File: src/rtl/memory_address_unit_buffered_if.sv
// Handshake/bus bundle between the memory reservation station, the address unit and the
// downstream load/store buffers. "master" is the environment side, "slave" is the unit.
interface memory_address_unit_buffered_if #(
  parameter int unsigned XLEN          = 32,
  parameter int unsigned ROB_TAG_WIDTH = 5
);
  // Issue side (from the reservation station)
  logic [XLEN-1:0]          base;
  logic [XLEN-1:0]          offset;
  logic [ROB_TAG_WIDTH-1:0] rob_tag_in;
  logic [1:0]               size;
  logic                     is_store_in;
  logic                     ready_to_execute;
  logic                     accept;

  // Result side (to the load/store buffers)
  logic                     buffer_ready;
  logic                     write_to_buffer;
  logic [XLEN-1:0]          result;
  logic [ROB_TAG_WIDTH-1:0] rob_tag_out;
  logic                     is_store_out;
  logic                     misaligned;

  modport master (
    output base, offset, rob_tag_in, size, is_store_in, ready_to_execute, buffer_ready,
    input  accept, write_to_buffer, result, rob_tag_out, is_store_out, misaligned
  );

  modport slave (
    input  base, offset, rob_tag_in, size, is_store_in, ready_to_execute, buffer_ready,
    output accept, write_to_buffer, result, rob_tag_out, is_store_out, misaligned
  );
endinterface

File: src/rtl/memory_address_unit_buffered.sv
// Load/store effective-address generation with misalignment detection and a small result
// FIFO drained towards the load/store buffers under a valid/ready handshake.
module memory_address_unit_buffered #(
  parameter int unsigned XLEN          = 32,
  parameter int unsigned ROB_TAG_WIDTH = 5,
  parameter int unsigned BUF_DEPTH     = 2
) (
  input logic                          clk,
  input logic                          reset,
  input logic                          flush,
  memory_address_unit_buffered_if.slave bus
);

  localparam int unsigned PtrW = $clog2(BUF_DEPTH);
  localparam int unsigned CntW = $clog2(BUF_DEPTH + 1);

  // FIFO storage
  logic [XLEN-1:0]          addr_mem [BUF_DEPTH];
  logic [ROB_TAG_WIDTH-1:0] tag_mem  [BUF_DEPTH];
  logic                     st_mem   [BUF_DEPTH];
  logic                     mis_mem  [BUF_DEPTH];

  logic [PtrW-1:0] rd_ptr_q, rd_ptr_d;
  logic [PtrW-1:0] wr_ptr_q, wr_ptr_d;
  logic [CntW-1:0] count_q, count_d;

  logic            push, pop, empty;
  logic [XLEN-1:0] eff_addr;
  logic            eff_mis;

  // Carry-out of the sum is intentionally dropped (address wraps mod 2^XLEN)
  assign eff_addr = bus.base + bus.offset;
  assign empty    = (count_q == '0);

  // No pass-through: a full FIFO refuses a push even if it pops this cycle
  assign push = bus.ready_to_execute & ~flush & (count_q < CntW'(BUF_DEPTH));
  assign pop  = ~empty & bus.buffer_ready & ~flush;

  assign bus.accept          = push;
  assign bus.write_to_buffer = pop;

  // Alignment check on the computed address; illegal size is always flagged
  always_comb begin
    eff_mis = 1'b0;
    unique case (bus.size)
      2'b00:   eff_mis = 1'b0;
      2'b01:   eff_mis = eff_addr[0];
      2'b10:   eff_mis = (eff_addr[1:0] != 2'b00);
      default: eff_mis = 1'b1;
    endcase
  end

  // Head entry drives the outputs; all zero while empty
  always_comb begin
    bus.result       = '0;
    bus.rob_tag_out  = '0;
    bus.is_store_out = 1'b0;
    bus.misaligned   = 1'b0;
    if (!empty) begin
      bus.result       = addr_mem[rd_ptr_q];
      bus.rob_tag_out  = tag_mem[rd_ptr_q];
      bus.is_store_out = st_mem[rd_ptr_q];
      bus.misaligned   = mis_mem[rd_ptr_q];
    end
  end

  // Pointer/occupancy next state; power-of-2 depth lets pointers wrap naturally
  always_comb begin
    rd_ptr_d = rd_ptr_q;
    wr_ptr_d = wr_ptr_q;
    count_d  = count_q;
    if (push) wr_ptr_d = wr_ptr_q + PtrW'(1);
    if (pop)  rd_ptr_d = rd_ptr_q + PtrW'(1);
    if (push && !pop)      count_d = count_q + CntW'(1);
    else if (pop && !push) count_d = count_q - CntW'(1);
  end

  // Control state; reset beats flush, flush discards this cycle's push/pop
  always_ff @(posedge clk) begin
    if (reset || flush) begin
      rd_ptr_q <= '0;
      wr_ptr_q <= '0;
      count_q  <= '0;
    end else begin
      rd_ptr_q <= rd_ptr_d;
      wr_ptr_q <= wr_ptr_d;
      count_q  <= count_d;
    end
  end

  // Entry write; contents are don't-care until occupancy says otherwise
  always_ff @(posedge clk) begin
    if (push) begin
      addr_mem[wr_ptr_q] <= eff_addr;
      tag_mem[wr_ptr_q]  <= bus.rob_tag_in;
      st_mem[wr_ptr_q]   <= bus.is_store_in;
      mis_mem[wr_ptr_q]  <= eff_mis;
    end
  end

endmodule
File: src/flat_wrapper.sv
// flat-port wrapper written by rule: the top's interface ports become plain ports
module memory_address_unit_buffered_flat 
#(
  parameter int unsigned XLEN          = 32,
  parameter int unsigned ROB_TAG_WIDTH = 5,
  parameter int unsigned BUF_DEPTH     = 2
)
  (clk, reset, flush, bus_base, bus_offset, bus_rob_tag_in, bus_size, bus_is_store_in, bus_ready_to_execute, bus_buffer_ready, bus_accept, bus_write_to_buffer, bus_result, bus_rob_tag_out, bus_is_store_out, bus_misaligned);
  memory_address_unit_buffered_if #(.XLEN(XLEN), .ROB_TAG_WIDTH(ROB_TAG_WIDTH)) bus_i ();
  input logic clk;
  input logic reset;
  input logic flush;
  input wire logic [$bits(bus_i.base)-1:0] bus_base;
  input wire logic [$bits(bus_i.offset)-1:0] bus_offset;
  input wire logic [$bits(bus_i.rob_tag_in)-1:0] bus_rob_tag_in;
  input wire logic [$bits(bus_i.size)-1:0] bus_size;
  input wire logic [$bits(bus_i.is_store_in)-1:0] bus_is_store_in;
  input wire logic [$bits(bus_i.ready_to_execute)-1:0] bus_ready_to_execute;
  input wire logic [$bits(bus_i.buffer_ready)-1:0] bus_buffer_ready;
  output wire logic [$bits(bus_i.accept)-1:0] bus_accept;
  output wire logic [$bits(bus_i.write_to_buffer)-1:0] bus_write_to_buffer;
  output wire logic [$bits(bus_i.result)-1:0] bus_result;
  output wire logic [$bits(bus_i.rob_tag_out)-1:0] bus_rob_tag_out;
  output wire logic [$bits(bus_i.is_store_out)-1:0] bus_is_store_out;
  output wire logic [$bits(bus_i.misaligned)-1:0] bus_misaligned;
  assign bus_i.base = bus_base;
  assign bus_i.offset = bus_offset;
  assign bus_i.rob_tag_in = bus_rob_tag_in;
  assign bus_i.size = bus_size;
  assign bus_i.is_store_in = bus_is_store_in;
  assign bus_i.ready_to_execute = bus_ready_to_execute;
  assign bus_i.buffer_ready = bus_buffer_ready;
  assign bus_accept = bus_i.accept;
  assign bus_write_to_buffer = bus_i.write_to_buffer;
  assign bus_result = bus_i.result;
  assign bus_rob_tag_out = bus_i.rob_tag_out;
  assign bus_is_store_out = bus_i.is_store_out;
  assign bus_misaligned = bus_i.misaligned;
  memory_address_unit_buffered #(.XLEN(XLEN), .ROB_TAG_WIDTH(ROB_TAG_WIDTH), .BUF_DEPTH(BUF_DEPTH)) u_core (.clk(clk), .reset(reset), .flush(flush), .bus(bus_i));
endmodule
File: config.mk
export PLATFORM = sky130hd
export DESIGN_NAME = memory_address_unit_buffered_flat
export DESIGN_NICKNAME = d
export VERILOG_FILES = /design/src/rtl/memory_address_unit_buffered_if.sv /design/src/rtl/memory_address_unit_buffered.sv /design/src/flat_wrapper.sv
export SDC_FILE = /design/constraint.sdc
export NUM_CORES = 1
export LEC_CHECK = 0
export CELL_PAD_IN_SITES_DETAIL_PLACEMENT = 1
export CELL_PAD_IN_SITES_GLOBAL_PLACEMENT = 1
export CORE_MARGIN = 2
export CORE_UTILIZATION = 39
export DETAILED_ROUTE_END_ITERATION = 8
export GPL_TIMING_DRIVEN = 0
export PLACE_DENSITY_LB_ADDON = 0.3
export SETUP_SLACK_MARGIN = 0.05
export SKIP_CTS_REPAIR_TIMING = 1
export SLEW_MARGIN = 20
export SYNTH_ARGS = -nofsm -noshare
export SYNTH_HDL_FRONTEND = slang
export SYNTH_SLANG_ARGS = --single-unit
File: constraint.sdc
create_clock -name clk -period 4 [get_ports clk]
set_clock_uncertainty 0.15 [all_clocks]
set_input_delay 0.6 -clock clk [delete_from_list [all_inputs] [get_ports clk]]
set_output_delay 0.6 -clock clk [all_outputs]
set_load 0.1 [all_outputs]
==> metrics.cfg <==
[run_status]
status = finished clean

[global_route]
grt_pass1_vias = 3888
grt_max_degree = 23
grt_pass1_wl_um = 18800
grt_antenna_before_repair = 0
grt_use_total = 0.182
overflow = 0

[logic_synthesis]
ys_top_cells_by_area = edfxtp_1 49%, ha_1 8.4%, mux2i_1 8.2%
synth_nets = 532
ys_seq_area_frac = 0.510
synthTopCellsByCount = 78 x edfxtp_1, 52 x nor2_1, 39 x mux2i_1
async_flop_share = 0
ys_warn_count = 0
synthesis.area_mm2 = 0.00479
yosys.cell_types.count = 51
yosys_most_used_dff = edfxtp_1
synth_top_area_cell = edfxtp_1
synth_top_cell_area_share = 0.489
synth.avg_cell_area_um2 = 11.3
synth-seq-cells = 83
synth_cells = 422
yosysMostFrequentCell = edfxtp_1
synth_edf_count = 78

[timing]
fin_crit_sh = 0.910
period_minus_slack_ns = 3.64
final-hold-violation-count = 0
maxSlewHeadroom = 0.320
whs_ns = 0.425
tns_ns = 0
rsz0062_at_grt = no
setup_viol = 0
worst_pin_slew_ns = 1.02
slew_viol_final = 0
fmax_mhz = 275

[critical_path]
reg2regPathDepth = 3
cp.arrival_ns = 2.89
crit_path_end_kind = output port
critPathLaunchType = register
critPathRequiredTime_ns = 3.25
crit_type = reg2out
cp_max_fo = 10

[die]
rows = 40
die_area_mm2 = 0.0132
io_pins = 118
core_mm2 = 0.0120
die_w_um = 115
die_h_um = 115
start_util = 0.399

[finish]
area_growth_pct = 37.0
drive_above_1_share = 0.0628
fill_cells = 1302
diodes = 0
multi_input_area_mm2 = 0.00227
nNetsFinal = 662
seqCellArea_mm2 = 0.00244

[place]
gp_congestion = 0.838
hpwl_um = 9010
place.port_buffers = 117

[route]
drt_pass1_iterations = 4
wl_per_cell_um = 16.6
ant_nets = 0
drcViolationCount = 0
vias_per_cell = 5.22
drtIter0Drc = 189
num_vias = 3674
wirelength_um = 11700

[cts]
h-tree-depth = 3
cts_tree = built
clock_latency_ns = 0.33
clockBufferDepth = 2
numCtsBuffers = 9
cts_sinks = 83
cts_root_buf = clkbuf_16
clk_pin_slew_ns = 0.06

[worst_hold_path]
hold_class = reg2reg
hold_depth = 2

[pwr]
leakage_uw = 0.00247
vdd_ir_drop_max_mv = 0.205
power_density_mw_per_mm2 = 401

[flow_run]
cap_violations = 0

path summary, 6_finish.rpt:
| path | from | endpoint | slack [ns] |
|---|---|---|---|
| setup / recovery | register | bus_result[19] | 0.36 |
| hold / removal | u_core.rd_ptr_q | u_core.rd_ptr_q | 0.42 |
| setup reg to reg | u_core.count_q[1] | u_core.addr_mem[0][26] | 1.94 |
| hold reg to reg | u_core.rd_ptr_q | u_core.rd_ptr_q | 0.42 |
power breakdown:
group / switching (uW) / total [uW] / internal (uW)
combinational: 446 / 704 / 257
clock: 338 / 889 / 552
sequential: 11.1 / 1040 / 1030
total: 795 / 2630 / 1840
state kept, by name, summed over array words and instances, names as in the netlist, named ones only:
name,count
u_core.rd_ptr_q,1
u_core.wr_ptr_q,1
u_core.st_mem,2
u_core.tag_mem,10
u_core.mis_mem,2
u_core.addr_mem,64
u_core.count_q,2
metal layers:
metal  global-route usage  up-vias  wire (um)
met5                    0        -          0
met4               0.0482        0        101
met3               0.0300        6        342
met2                0.334       69       6020
met1                0.221     1770       5200
li1                     -     1829          -
layout by cell type, fill, tap and decap left out, types with 2 or more instances in the layout:
master | netlist | final
a211oi_1 | 5 | 5
a21o_1 | 6 | 6
a21oi_1 | 33 | 33
a221oi_1 | 2 | 2
a31oi_1 | 3 | 3
and2_2 | 1 | 2
and3_1 | 2 | 2
buf_1 | 2 | 2
buf_16 | 0 | 2
bufinv_16 | 0 | 2
clkbuf_1 | 11 | 11
clkbuf_16 | 0 | 9
clkdlybuf4s50_1 | 0 | 107
dfxtp_1 | 5 | 5
dlymetal6s2s_1 | 0 | 10
edfxtp_1 | 78 | 78
ha_1 | 32 | 32
inv_1 | 8 | 8
inv_6 | 0 | 3
mux2i_1 | 39 | 39
nand2_1 | 26 | 26
nand3_1 | 4 | 4
nand4_1 | 5 | 5
nor2_1 | 52 | 52
nor3_1 | 13 | 13
o211ai_1 | 3 | 3
o21a_1 | 6 | 6
o21ai_0 | 6 | 6
o21ai_1 | 11 | 11
o21ai_2 | 2 | 2
o21bai_1 | 4 | 4
o22ai_1 | 2 | 2
or2_2 | 2 | 2
xnor2_1 | 24 | 24
xor2_1 | 12 | 12
worst max-delay path, cell delays in order, from the launching register on:
cell and delay, ns:
dfxtp_1 0.30, clkbuf_1 0.13, clkbuf_1 0.57, mux2i_1 0.16
nor2_1 0.21, clkdlybuf4s50_1 1.18
cell families after synthesis:
family / after synthesis / synth area share
fa+ha+maj: 33 / 0.0878
simple gates: 114 / 0.106
mux: 39 / 0.0815
compound gates: 94 / 0.129
xor+xnor: 36 / 0.0658
flops: 83 / 0.510
buf+inv: 23 / 0.0199
final cells by class:
class                   instances  share of cell area
flip-flops and latches         83               0.372
multi-input cells             316               0.345
repair buffers                119               0.191
clock buffers                   9              0.0343
well taps                     147              0.0280
clock inverters                 7              0.0151
plain buffers                  15             0.00991
inverters                       8             0.00458
stage by stage:
step	area [um^2]	total power, uW	worst slack, ns	cells	util
finish	6560	2630	0.359	704	0.546
global route	6560	2750	0.212	704	0.546
CTS	6540	2650	0.0207	704	0.544
detailed placement	6210	1760	0.262	688	0.517
global placement	6150	1740	0.266	686	0.512
floorplan	4800	1530	0.235	422	-
Note: power is estimated with default switching activity, not from simulation.
